### config.mk
export PLATFORM = sky130hd
export DESIGN_NAME = ir_queue
export DESIGN_NICKNAME = d
export VERILOG_FILES = /design/src/rtl/ir_queue.sv
export SDC_FILE = /design/constraint.sdc
export NUM_CORES = 1
export LEC_CHECK = 0
export BUFFER_PORTS_ARGS = -buffer_cell sky130_fd_sc_hd__buf_2
export CAP_MARGIN = 0
export CORE_MARGIN = 2
export CORE_UTILIZATION = 28
export DETAILED_ROUTE_END_ITERATION = 6
export GPL_ROUTABILITY_DRIVEN = 0
export GPL_TIMING_DRIVEN = 0
export SYNTH_ARGS = -nofsm -noshare
export SYNTH_HDL_FRONTEND = slang
export SYNTH_SLANG_ARGS = --single-unit
export TNS_END_PERCENT = 100
### constraint.sdc
create_clock -name clk -period 4.5 [get_ports clk]
set_input_delay 0.45 -clock clk [delete_from_list [all_inputs] [get_ports clk]]
set_output_delay 0.45 -clock clk [all_outputs]
set_load 0.02 [all_outputs]
### src/rtl/ir_queue.sv
// ir_queue: instruction queue between fetch and decode.
// Circular buffer of DEPTH entries, each holding a 32-bit RV32I word and its PC.
// The head entry is presented with every RV32I field and immediate decoded
// combinationally; an empty queue presents all-zero head outputs.
module ir_queue #(
   parameter int DEPTH    = 4,
   parameter int PC_WIDTH = 32
) (
   input  logic                         clk,
   input  logic                         rst_n,
   input  logic                         flush,
   input  logic                         in_valid,
   output logic                         in_ready,
   input  logic [31:0]                  in_instr,
   input  logic [PC_WIDTH-1:0]          in_pc,
   output logic                         out_valid,
   input  logic                         out_ready,
   output logic [31:0]                  out_instr,
   output logic [PC_WIDTH-1:0]          out_pc,
   output logic [6:0]                   opcode,
   output logic [2:0]                   funct3,
   output logic [6:0]                   funct7,
   output logic [4:0]                   rs1,
   output logic [4:0]                   rs2,
   output logic [4:0]                   rd,
   output logic [31:0]                  i_imm,
   output logic [31:0]                  s_imm,
   output logic [31:0]                  b_imm,
   output logic [31:0]                  u_imm,
   output logic [31:0]                  j_imm,
   output logic [$clog2(DEPTH+1)-1:0]   count
);

   localparam int CNT_W = $clog2(DEPTH + 1);
   localparam int PTR_W = $clog2(DEPTH);

   logic [PTR_W-1:0]    wr_ptr;
   logic [PTR_W-1:0]    rd_ptr;
   logic [31:0]         mem_instr [DEPTH];
   logic [PC_WIDTH-1:0] mem_pc    [DEPTH];
   logic                push;
   logic                pop;
   logic [31:0]         head;
   logic [PC_WIDTH-1:0] head_pc;

   // Pointers wrap explicitly so DEPTH need not be a power of two.
   function automatic logic [PTR_W-1:0] ptr_inc(input logic [PTR_W-1:0] p);
      return (p == PTR_W'(DEPTH - 1)) ? '0 : p + PTR_W'(1);
   endfunction

   // in_ready deliberately ignores out_ready: a full queue never accepts,
   // even on a cycle that also pops.
   assign in_ready  = (count < CNT_W'(DEPTH));
   assign out_valid = (count != '0);
   assign push      = in_valid & in_ready;
   assign pop       = out_valid & out_ready;

   // Queue control: reset beats flush, flush beats both handshakes.
   always_ff @(posedge clk) begin
      // NOTE: non-blocking assignments keep every register sampling the
      // pre-edge values, so push and pop see a consistent count and pointers.
      if (!rst_n || flush) begin
         count  <= '0;
         wr_ptr <= '0;
         rd_ptr <= '0;
      end else begin
         if (push) wr_ptr <= ptr_inc(wr_ptr);
         if (pop)  rd_ptr <= ptr_inc(rd_ptr);
         case ({push, pop})
            2'b10:   count <= count + CNT_W'(1);
            2'b01:   count <= count - CNT_W'(1);
            default: count <= count;
         endcase
      end
   end

   // Storage write; a push discarded by reset or flush is not stored.
   always_ff @(posedge clk) begin
      // NOTE: the storage array has no reset; stale words are never visible
      // because the head mux forces zeros while the queue is empty.
      if (rst_n && !flush && push) begin
         mem_instr[wr_ptr] <= in_instr;
         mem_pc[wr_ptr]    <= in_pc;
      end
   end

   // Head selection: zero when empty so every decoded field reads as zero.
   always_comb begin
      // NOTE: defaults first so no path through the block leaves a latch.
      head    = '0;
      head_pc = '0;
      if (out_valid) begin
         head    = mem_instr[rd_ptr];
         head_pc = mem_pc[rd_ptr];
      end
   end

   assign out_instr = head;
   assign out_pc    = head_pc;
   assign opcode    = head[6:0];
   assign funct3    = head[14:12];
   assign funct7    = head[31:25];
   assign rs1       = head[19:15];
   assign rs2       = head[24:20];
   assign rd        = head[11:7];
   assign i_imm     = {{21{head[31]}}, head[30:20]};
   assign s_imm     = {{21{head[31]}}, head[30:25], head[11:7]};
   assign b_imm     = {{20{head[31]}}, head[7], head[30:25], head[11:8], 1'b0};
   assign u_imm     = {head[31:12], 12'h000};
   assign j_imm     = {{12{head[31]}}, head[19:12], head[20], head[30:21], 1'b0};

endmodule

Yosys cells after proc, flatten, opt, wreduce, memory -nomap -nowiden --
Memories as Yosys holds them, arrays and structs flattened. A register that Yosys moved wholly into a read port is not among the register bits. Cells that the tools add are included.
Operators by class: add/sub/neg operators 4, $mul 0, divide/modulo/power cells 0, magnitude comparators 1, equal/unequal tests 4, shift-type cells 0, muxes and demuxes 11, bitwise operators 2, reductions and logical operators 7
Operators with widths (count):
- $mux W32 | 2
- $mux W2 | 6
- $eq A2 B2 Y1 const B | 3
- $pmux W3 S2 | 1
- $add A2 B1 Y2 const B | 2
- $add A3 B1 Y3 const B | 1
- $lt A3 B3 Y1 const B | 1
- $reduce_bool A3 Y1 | 1
- $sub A3 B1 Y3 const B | 1
- $and A1 B1 Y1 | 2
- $eq A2 B1 Y1 const B | 1
- $logic_and A1 B1 Y1 | 2
- $logic_not A1 Y1 | 2
- $mux W1 | 2
- $reduce_bool A2 Y1 | 1
- $logic_or A1 B1 Y1 | 1
Storage, ports and cells: register bits after elaboration 7, bits in latches 0, memory bits (writable) 256, bits in read-only memories 0, input port bits 69, output and inout bits 261, word-level logic and storage cells 34, memories kept 2
Memories:
- mem_instr | words 4, bits a word 32, read ports 1, clocked after memory_dff 1, wr ports 1, RTL line 39 | logic [31:0] mem_instr [DEPTH];
- mem_pc | words 4, bits a word 32, read ports 1, clocked after memory_dff 1, wr ports 1, RTL line 40 | logic [PC_WIDTH-1:0] mem_pc [DEPTH];

Logic depth before layout (Yosys ltp) --
depth in word-level cells 5, depth in mapped cells 9, depth with buffers taken out 8

Worst setup path before layout --
OpenSTA, ideal clock, no wires.
path kind reg2out, from register count[2], to output b_imm[13], arrival 2.861 ns, required time 4.050 ns, path slack 1.189 ns, cell stages (with the launch flop) 6, buffers on the path 2, cell sequence dfxtp_1 -> inv_1 -> nand3_1 -> clkbuf_1 -> and2_1 -> buf_4
On the way: longest elaborated chain between the ends 2
Ends and longest elaborated chain:
- start, declared | RTL line 31 | output logic [$clog2(DEPTH+1)-1:0] count
- start signal, assigned | RTL line 70 | 2'b10: count <= count + CNT_W'(1);
- start signal, assigned | RTL line 71 | 2'b01: count <= count - CNT_W'(1);
- start signal, assigned | RTL line 72 | default: count <= count;
- $reduce_bool A3 Y1 | RTL line 54 | assign out_valid = (count != '0);
- $mux W32 | RTL line 92 | if (out_valid) begin
- end, declared | RTL line 28 | output logic [31:0] b_imm,
No other way between the ends.

Worst setup path after layout --
from register count[2], to output rs1[1]
On the way: longest elaborated chain between the ends 2
Ends and longest elaborated chain:
- $reduce_bool A3 Y1 | RTL line 54
- $mux W32 | RTL line 92
- end, declared | RTL line 23 | output logic [4:0] rs1,
No other way between the ends.

==> metrics.md <==
| Metric | Value |
|---|---|
| Status | finished, final reports clean |
| Vias in the first global route | 6245 |
| WL per Instance | 15.8 um |
| Maximum net fanout on the critical path | 10 |
| Final period utilization | 0.754 |
| Type of the worst min-delay path | in -> reg |
| Largest incremental delay on the critical path | 580 ps |
| CTS H-tree lvls | 1 |
| Horizontal die dimension | 208 um |
| Cell at the slowest stage of the critical path | sky130_fd_sc_hd__clkbuf_1 |
| Max clock buf depth | 3 |
| Kind of start point of the critical path | register |
| Worst endpoint required time | 4050 ps |
| Seq cells post-synth | 265 |
| Count of endpoints failing setup in the final report | 0 |
| P_int | 4.32 mW |
| Area of all placed cells without fillers | 15000 um2 |
| Maximum number of pins on one net before global-route repair | 63 |
| Distinct cell type count of the synthesized netlist | 27 |
| Mapped Avg Cell Area | 17.9 um2 |
| R2R depth | 8 |
| Global-route wire length before repair | 37600 um |
| Register clock-pin slew on the reported worst setup and hold paths | 60 ps |
| Hold-critical path depth | 1 |
| Worst-skew pair later-pin latency | 550 ps |
| Total detailed-routing wirelength | 24800 um |
| LEAKAGE | 6.29 nW |
| Starting Density | 0.285 |
| Beginning of the worst register-to-register path | count[2] |
| DRC violation count after routing | 0 |
| Initial DRC Count | 206 |
| Length of the first detailed-routing pass in iterations | 4 |
| Layout cells sized above 1 | 0.608 |
| Part of the total power dissipated in sequential elements | 0.487 |
| Top cell type by total area after synthesis | sky130_fd_sc_hd__edfxtp_1 |
| Critical path type | reg -> out |
| Clk_skew | 11.7 ps |
| Reported net switching power | 1.31 mW |
| Met2 track demand over resource | 0.199 |
| Ranking of synthesized cells by area | sky130_fd_sc_hd__edfxtp_1, sky130_fd_sc_hd__buf_4, sky130_fd_sc_hd__mux4_2 |
| Met1 track demand over resource | 0.132 |
| Register-to-register setup slack | 2360 ps |
| Post CTS Setup Buffer Count | 0 |
| Switching fraction of total power | 0.232 |
| Die Span Y | 208 um |
| Post-synth top area share | 0.659 |
| Net count reported at finish | 1092 |
| Most instantiated flip-flop cell in the synthesis netlist | sky130_fd_sc_hd__edfxtp_1 |
| Overall die area | 43300 um2 |
| Layout area overhead | 28.6% |
| Total via count after detailed routing | 6304 |
| Remaining number of nets flagged by the antenna check after routing | 0 |
| Smallest hold slack | 111 ps |
| Total number of clock tree sinks | 265 |
| Max Clock Freq | 295 MHz |
| Area taken by multi-input logic gates | 2190 um2 |
| Number of antenna violations at the first check in global routing | 4 |
| Combinational Power Share | 0.118 |
| End point of the worst hold path | mem_instr[0][19] |
| Number of gates resized after cts | 0 |
| Peak supply drop | 266 uV |
| Power Dens Cells | 375 nW/um2 |
| Post-Place Cell Area | 14100 um2 |
| TritonCTS clock tree | built |
| Hold path startpoint | in_instr[19] |
| Antenna cells | 0 |
| Final-layout fill cell count | 3868 |
| Global-route total usage across every layer | 0.112 |
| Synth Warn # | 0 |
| Number of violations of the max-capacitance limit | 0 |
| Number of slew-limit violations in the final report | 0 |
| Sequential cell area | 7870 um2 |
| Final Hold Violating Endpoints | 0 |
| Post-synthesis sequential area ratio | 0.675 |
| Cell Rows | 74 |
| Setup repair after global routing missed its margin | false |
| Setup Total Neg Slack | 0 ps |
| Critical-path cell list | inv_1 -> nand3_1 -> clkbuf_1 -> clkbuf_1 -> and2_1 -> buf_4 -> buf_2 |
| Sort of element at the end of the critical path | output pin |
| Core Area | 40900 um2 |
| I/O pin total | 330 |
| Capture point of the worst reg-to-reg path | count[2] |
| Count of buffers from port buffering | 315 |
| Most Used Layer, Global Route | met2 |
| CP delay by family, top | buffers and inverters |
| Gate count of the mapped netlist | 652 |
| Crit path time final | 3390 ps |
| Detail-routed via count per cell | 4.02 |
| Critical Path AT | 2940 ps |
| Post-synth design cell area | 11700 um2 |
| HPWL Detailed | 16400 um |
| Share of synthesized flip-flops with an asynchronous set or reset | 0 |
| M3 GR Usage | 0.0322 |
| Worst-case headroom to the max-slew limit | 0.554 |
| Share of total power in the clock network | 0.395 |
| Top cell by count, worst path | sky130_fd_sc_hd__clkbuf_1 |
| Hold-fix buffers, CTS | 0 |
| Gr ovfl total | 0 |
| Clock buffers created by TritonCTS | 29 |
| Crit path buf inv count | 5 |
| Worst Max-Slew Pin Slew | 669 ps |
| Number of enable-type register cells in the synthesized netlist | 256 |
| CTS root buf | sky130_fd_sc_hd__clkbuf_16 |
-- cell usage after synthesis, drive strengths merged (2+ instances only) --
cell,n
xor2,2
o21ai,2
nand3,2
ha,6
or3,2
and2,64
buf,205
a21oi,3
edfxtp,256
clkbuf,9
nor2b,2
nand2,2
mux2i,2
and3,4
dfxtp,9
nor2,6
inv,8
mux4,64
-- registers in the layout, indices dropped and copies added (netlist names), named ones only --
signal / count
mem_pc: 128
wr_ptr: 2
count: 3
rd_ptr: 2
mem_instr: 128
-- metal layers --
metal	up-vias	share of wire	wire length, um
met5	-	0.0021	51
met1	3052	0.40	9980
met3	37	0.075	1850
met2	240	0.50	12500
met4	8	0.018	457
li1	2967	-	-
-- power by group through the flow --
stage          Sequential [mW]  Combinational [mW]  Clock [mW]
2_1_floorplan             2.79               0.448           0
3_3_place_gp              2.79               0.672           0
3_5_place_dp              2.79               0.677           0
4_1_cts                   2.74               0.678        2.31
5_1_grt                   2.74               0.715        2.40
6_report                  2.74               0.665        2.22
-- per-stage QoR --
step	setup WS (ps)	util	cells	power (mW)
CTS	813	0.366	1569	5.73
global route	735	0.366	1569	5.86
finish	1110	0.366	1569	5.62
floorplan	1190	-	665	3.24
detailed placement	1390	0.345	1517	3.47
global placement	-33.1	0.341	1512	3.47
-- area by class of cell --
cell class	count	area share
Sequential cell	265	0.525
Multi-Input combinational cell	178	0.146
Timing Repair Buffer	320	0.114
Buffer	214	0.109
Clock buffer	36	0.0502
Tap cell	532	0.0444
Clock inverter	16	0.00926
Inverter	8	0.00200
-- worst max-delay path by stage --
stage	from	to	slack, ps	cells past startpoint
after floorplan	count[2]	b_imm[13]	1190	5
after global placement	in_valid	mem_pc[2][28]	-30	4
after detailed placement	count[2]	out_instr[21]	1390	7
after CTS	count[2]	out_instr[21]	810	7
after global routing	count[2]	out_instr[21]	740	7
final	count[2]	rs1[1]	1110	7
-- cell usage in the layout (no fill, tap or decap), types with 7 or more instances in the layout --
master	netlist	routed
sky130_fd_sc_hd__dfxtp_1	9	9
sky130_fd_sc_hd__mux4_2	60	60
sky130_fd_sc_hd__and2_1	64	63
sky130_fd_sc_hd__buf_12	6	7
sky130_fd_sc_hd__clkbuf_1	8	15
sky130_fd_sc_hd__clkbuf_16	0	29
sky130_fd_sc_hd__edfxtp_1	256	256
sky130_fd_sc_hd__buf_2	6	321
sky130_fd_sc_hd__inv_1	8	8
sky130_fd_sc_hd__conb_1	1	14
sky130_fd_sc_hd__buf_4	192	192
-- cell families after synthesis --
kind of cell / count (synthesis) / synth area share
flops: 265 / 0.675
buf+inv: 222 / 0.143
simple gates: 83 / 0.0426
mux: 66 / 0.127
fa+ha+maj: 7 / 0.00816
compound gates: 6 / 0.00279
xor+xnor: 2 / 0.00150
other cells: 1 / 0.000322
Power figures use the tool's default switching activity.
